**config.mk**
```make
export PLATFORM = sky130hd
export DESIGN_NAME = vx_hamming_dec_pipe
export DESIGN_NICKNAME = d
export VERILOG_FILES = /design/src/rtl/vx_hamming_dec_pipe.sv
export SDC_FILE = /design/constraint.sdc
export NUM_CORES = 1
export LEC_CHECK = 0
export BUFFER_PORTS_ARGS = -buffer_cell sky130_fd_sc_hd__clkbuf_2
export CAP_MARGIN = 40
export CORE_ASPECT_RATIO = 0.9
export CORE_MARGIN = 5
export CORE_UTILIZATION = 51
export DETAILED_ROUTE_END_ITERATION = 8
export PLACE_DENSITY = 0.87
export REMOVE_ABC_BUFFERS = 1
export SLEW_MARGIN = 20
export SYNTH_ARGS = -nofsm -noshare
export SYNTH_HDL_FRONTEND = slang
export SYNTH_SLANG_ARGS = --single-unit
```
**constraint.sdc**
```tcl
create_clock -name clk -period 3.6 [get_ports clk]
set_input_delay 0.72 -clock clk [delete_from_list [all_inputs] [get_ports clk]]
set_output_delay 0.72 -clock clk [all_outputs]
set_load 0.01 [all_outputs]
```
**src/rtl/vx_hamming_dec_pipe.sv**
```systemverilog
// Two-stage SECDED checker/corrector for cache ECC codewords, with valid/ready
// flow control, saturating event counters and a sticky uncorrectable flag.
module vx_hamming_dec_pipe #(
   parameter int DATA_BITS    = 128,
   parameter int HAMMING_BITS = $clog2(DATA_BITS + $clog2(DATA_BITS) + 1),
   parameter int ENCODED_BITS = DATA_BITS + HAMMING_BITS + 1,
   parameter int CNT_BITS     = 16
) (
   input  logic                    clk,
   input  logic                    reset_n,
   input  logic                    in_valid,
   output logic                    in_ready,
   input  logic [ENCODED_BITS-1:0] in_code,
   output logic                    out_valid,
   input  logic                    out_ready,
   output logic [DATA_BITS-1:0]    out_data,
   output logic                    out_corrected,
   output logic                    out_uncorrectable,
   output logic [HAMMING_BITS:0]   out_err_pos,
   input  logic                    cnt_clear,
   output logic [CNT_BITS-1:0]     cnt_corrected,
   output logic [CNT_BITS-1:0]     cnt_uncorrectable,
   output logic                    sticky_uncorrectable
);

   typedef struct packed {
      logic [HAMMING_BITS-1:0] syn;
      logic                    par;
      logic [ENCODED_BITS-1:0] code;
   } s1_t;

   // Codeword index holding data bit d: the d-th non-power-of-two position.
   function automatic int data_idx(input int d);
      int n;
      n = 0;
      for (int p = 1; p < ENCODED_BITS; p++) begin
         if ((p & (p - 1)) != 0) begin
            if (n == d) return p - 1;
            n++;
         end
      end
      return 0;
   endfunction

   logic [2:1] vld_pipe;
   s1_t        s1_q, s1_d;
   logic       adv2, ld1, ld2, hs;

   assign adv2      = !vld_pipe[2] || out_ready;
   assign ld2       = vld_pipe[1] && adv2;
   assign in_ready  = !vld_pipe[1] || adv2;
   assign ld1       = in_valid && in_ready;
   assign out_valid = vld_pipe[2];
   assign hs        = out_valid && out_ready;

   always_comb begin
      s1_d      = '0;
      s1_d.code = in_code;
      s1_d.par  = ^in_code;
      for (int c = 1; c < ENCODED_BITS; c++)
         for (int k = 0; k < HAMMING_BITS; k++)
            if (c[k]) s1_d.syn[k] = s1_d.syn[k] ^ in_code[c-1];
   end

   logic [ENCODED_BITS-1:0] fixed;
   logic [DATA_BITS-1:0]    data_x;
   logic                    corr_x, unc_x;
   logic [HAMMING_BITS:0]   pos_x;

   always_comb begin
      fixed  = s1_q.code;
      corr_x = 1'b0;
      unc_x  = 1'b0;
      pos_x  = '0;
      if (s1_q.syn == '0) begin
         // Only the overall parity bit flipped; payload is already intact.
         if (s1_q.par) begin
            corr_x = 1'b1;
            pos_x  = (HAMMING_BITS+1)'(ENCODED_BITS);
         end
      end else if (!s1_q.par || int'(s1_q.syn) > ENCODED_BITS - 1) begin
         unc_x = 1'b1;
      end else begin
         corr_x = 1'b1;
         pos_x  = {1'b0, s1_q.syn};
         fixed[int'(s1_q.syn) - 1] = ~s1_q.code[int'(s1_q.syn) - 1];
      end
   end

   for (genvar g = 0; g < DATA_BITS; g++) begin : g_extract
      localparam int IDX = data_idx(g);
      assign data_x[g] = fixed[IDX];
   end

   always_ff @(posedge clk or negedge reset_n) begin
      if (!reset_n) begin
         vld_pipe          <= '0;
         s1_q              <= '0;
         out_data          <= '0;
         out_corrected     <= 1'b0;
         out_uncorrectable <= 1'b0;
         out_err_pos       <= '0;
      end else begin
         if (ld1)      vld_pipe[1] <= 1'b1;
         else if (ld2) vld_pipe[1] <= 1'b0;
         if (ld2)            vld_pipe[2] <= 1'b1;
         else if (out_ready) vld_pipe[2] <= 1'b0;
         if (ld1) s1_q <= s1_d;
         if (ld2) begin
            out_data          <= data_x;
            out_corrected     <= corr_x;
            out_uncorrectable <= unc_x;
            out_err_pos       <= pos_x;
         end
      end
   end

   always_ff @(posedge clk or negedge reset_n) begin
      if (!reset_n) begin
         cnt_corrected        <= '0;
         cnt_uncorrectable    <= '0;
         sticky_uncorrectable <= 1'b0;
      end else if (cnt_clear) begin
         cnt_corrected        <= '0;
         cnt_uncorrectable    <= '0;
         sticky_uncorrectable <= 1'b0;
      end else if (hs) begin
         if (out_corrected && cnt_corrected != '1)
            cnt_corrected <= cnt_corrected + 1'b1;
         if (out_uncorrectable && cnt_uncorrectable != '1)
            cnt_uncorrectable <= cnt_uncorrectable + 1'b1;
         if (out_uncorrectable) sticky_uncorrectable <= 1'b1;
      end
   end

endmodule
```
==> summary.md <==
| Metric | Value |
|---|---|
| Least-Margin Pin Slew | `0.767 ns` |
| Clock root buffer | `clkbuf_16` |
| Row count | `65` |
| Worst path required time | `just under 4 ns` |
| PwrDens | `slightly below 800 mW/mm2` |
| Worst Skew | `0.0352 ns` |
| Utilization after layout | `0.620` |
| DR WL/cell | `approximately 27 um` |
| Cell taking the most area after synthesis | `dfrtp_1` |
| CP max stage delay | `0.63 ns` |
| Cell total after placement | `2427` |
| Vias | `16180` |
| CTS tree | `built` |
| Gr ovfl total | `0` |
| Clk Latency, worst-skew pair | `0.54 ns` |
| Residual DRC count | `0` |
| Max Slew Vio Count | `0` |
| Critical path cell sequence | `buf_4 > or4_1 > nand2_1 > buf_4 > nand2_1 > a41oi_1 > nand4_1 > o311a_4 > o31ai_2 > buf_4 > o211ai_1` |
| Largest net degree at the start of global routing | `between 90 and 100` |
| DR iter-0 viols | `2272` |
| Die X | `207 um` |
| Hold Slack | `between 0.2 and 0.25 ns` |
| Post-synth EDFFs | `0` |
| GRT Util Overall | `0.339` |
| RSZ-0062 raised after global routing | `false` |
| Min Tclk post-route | `roughly 3.5 ns` |
| Number of global-route vias before repair | `16255` |
| Crit path DAT | `3.83 ns` |
| Share of cells above drive strength 1 | `0.313` |
| CTS resizes | `0` |
| H-tree levels | `2` |
| Worst slack, placed | `0.0168 ns` |
| First-pass iteration count of the detailed router | `7` |
| Dpl hpwl | `49.7 mm` |
| RD Place Congestion | `1.02` |
| Vias per cell | `6.50` |
| Final std cells w/o fill | `2491` |
| Die area | `0.0389 mm2` |
| HP Class | `input port to asynchronous set/reset pin` |
| TritonCTS buffer count | `35` |
| Final WL | `about 68 mm` |
| Synth Area per Inst | `10.7 um2` |
| Synth top area cells | `dfrtp_1 (45%), xnor2_1 (12%), mux2_2 (8.8%)` |
| First-pass GRT wire length | `102 mm` |
| Worst Setup Start Kind | `register` |
| Initial Util | `0.513` |
| Commonest non-fill, non-tap cell in the layout | `dfrtp_1` |
| Post-synth ARST share | `1.00` |
| CP endpoint kind | `register` |
| Leak | `9.31 nW` |
| Ys flop type | `dfrtp_1` |
| Final Setup Violations | `0` |
| Layout area overhead | `20.9%` |
| Status | `finished, final reports clean` |
| Most used cell, CP | `buf_4` |
| Core Area | `0.0349 mm2` |
| Nets | `2144` |
| Syn Inst Count | `1676` |
| CTS Hold Bufs | `0` |
| Most frequent cells in the layout | `dfrtp_1 (319), clkbuf_2 (313), xnor2_1 (241)` |
| Crit Path Max Fanout | `16` |
| Filler cells | `2759` |
| Critical path type | `register to register` |
| YS warnings | `0` |
| Reg clk slew, reported paths | `0.06 ns` |
| Final cycle utilization of the critical path | `0.960` |
| Ports | `316` |
| Total Power | `17.0 mW` |
| Slew Limit Headroom | `0.482` |
| Register area share after synthesis | `0.446` |
| Seq cells post-synth | `319` |
| Die Ht | `188 um` |
| Max clock buf depth | `3` |
| Final number of hold-violating endpoints | `0` |
| Setup Fix Bufs, Post-CTS | `0` |
| Post-DRT Antenna Nets | `0` |
| Max cap viols | `0` |
| Cell Area, Synth | `0.0179 mm2` |
| Setup ws final | `0.143 ns` |
| Peak Freq | `about 290 MHz` |
| Yosys top cell area share | `0.446` |
| Antenna violations before repair | `5` |
| PortBufs | `314` |
| Clock sinks | `319` |
| Peak supply drop | `0.505 mV` |
| Unique cell type count in the Yosys netlist | `73` |
| CP max-delay cell | `or4_1` |
==> cells by family (layout without fill, tap and decap cells) <==
group	count (synthesis)	in the layout	synth area share
flip-flops	319	319	0.446
adder cells (fa/ha/maj)	7	7	0.00489
AND/OR/NAND/NOR	333	333	0.0820
other	1	3	0.000210
XOR/XNOR	311	311	0.158
AO/OA/AOI/OAI	407	407	0.165
multiplexers	169	169	0.113
buffers and inverters	129	473	0.0294
==> worst max-delay path, delay by kind of cell, from the launching register on <==
family	cells	cell delay, ns
buffers and inverters	3	0.73
DFF	1	0.38
and+or+nand+nor	4	1.19
AOI/OAI and AO/OA	4	1.00
==> area by class of cell <==
type / instances / area (um2) / area share
antenna: 2 / 5.00 / 0.000231
timing repair buffer: 403 / 2340 / 0.108
multi-input combinational: 1228 / 9440 / 0.436
clock buffer: 53 / 1070 / 0.0493
sequential: 319 / 7980 / 0.369
tap: 469 / 587 / 0.0271
inverter: 8 / 30.0 / 0.00139
clock inverter: 9 / 180 / 0.00833
==> report_power, final <==
group	switching, mW	internal [mW]	total, mW
registers	0.622	4.25	4.87
logic	4.90	3.32	8.22
clock network	1.51	2.41	3.92
==> layer usage <==
| metal | vias to the layer above | GRT usage | routed length, um |
|---|---|---|---|
| li1 | 6719 | - | - |
| met1 | 7919 | 0.451 | 25600 |
| met2 | 1258 | 0.499 | 29300 |
| met3 | 278 | 0.106 | 8890 |
| met4 | 6 | 0.180 | 4150 |
| met5 | - | 0 | 41 |
==> cells in the mapped netlist, types with 16 or more instances <==
master    count
a21oi_1      67
a31oi_1      16
clkbuf_1     99
dfrtp_1     319
mux2_2      140
nand2_1     183
nand3_1      18
nor2_1       69
o211a_1      34
o211ai_1    140
o21ai_0      40
o41ai_1      31
xnor2_1     241
xor2_1       61
==> registers in the layout, summed over array words and instances, names as in the netlist <==
signal,count
cnt_corrected,16
cnt_uncorrectable,16
out_corrected,1
out_data,128
out_err_pos,8
out_uncorrectable,1
s1_q,146
sticky_uncorrectable,1
vld_pipe,2
==> stage by stage <==
stage	cell area [um2]	setup TNS (ns)
after floorplan	17400	-321.12
after global placement	20300	0
after detailed placement	20300	0
after CTS	21600	0
after global routing	21600	0
final	21600	0
==> final timing paths <==
path,start,to,slack [ns],depth (start not counted)
max,s1_q[139]$_DFFE_PN0P_,out_data[40]$_DFFE_PN0P_,0.14,11
min,reset_n,out_data[84]$_DFFE_PN0P_,0.23,1
max reg2reg,s1_q[139]$_DFFE_PN0P_,out_data[40]$_DFFE_PN0P_,0.14,11
min reg2reg,out_err_pos[4]$_DFFE_PN0P_,out_err_pos[4]$_DFFE_PN0P_,0.48,2
max in group asynchronous,reset_n,out_data[82]$_DFFE_PN0P_,2.48,2
min in group clk,in_code[23],s1_q[23]$_DFFE_PN0P_,0.44,2
No activity file was read; power rests on OpenSTA's default activity.
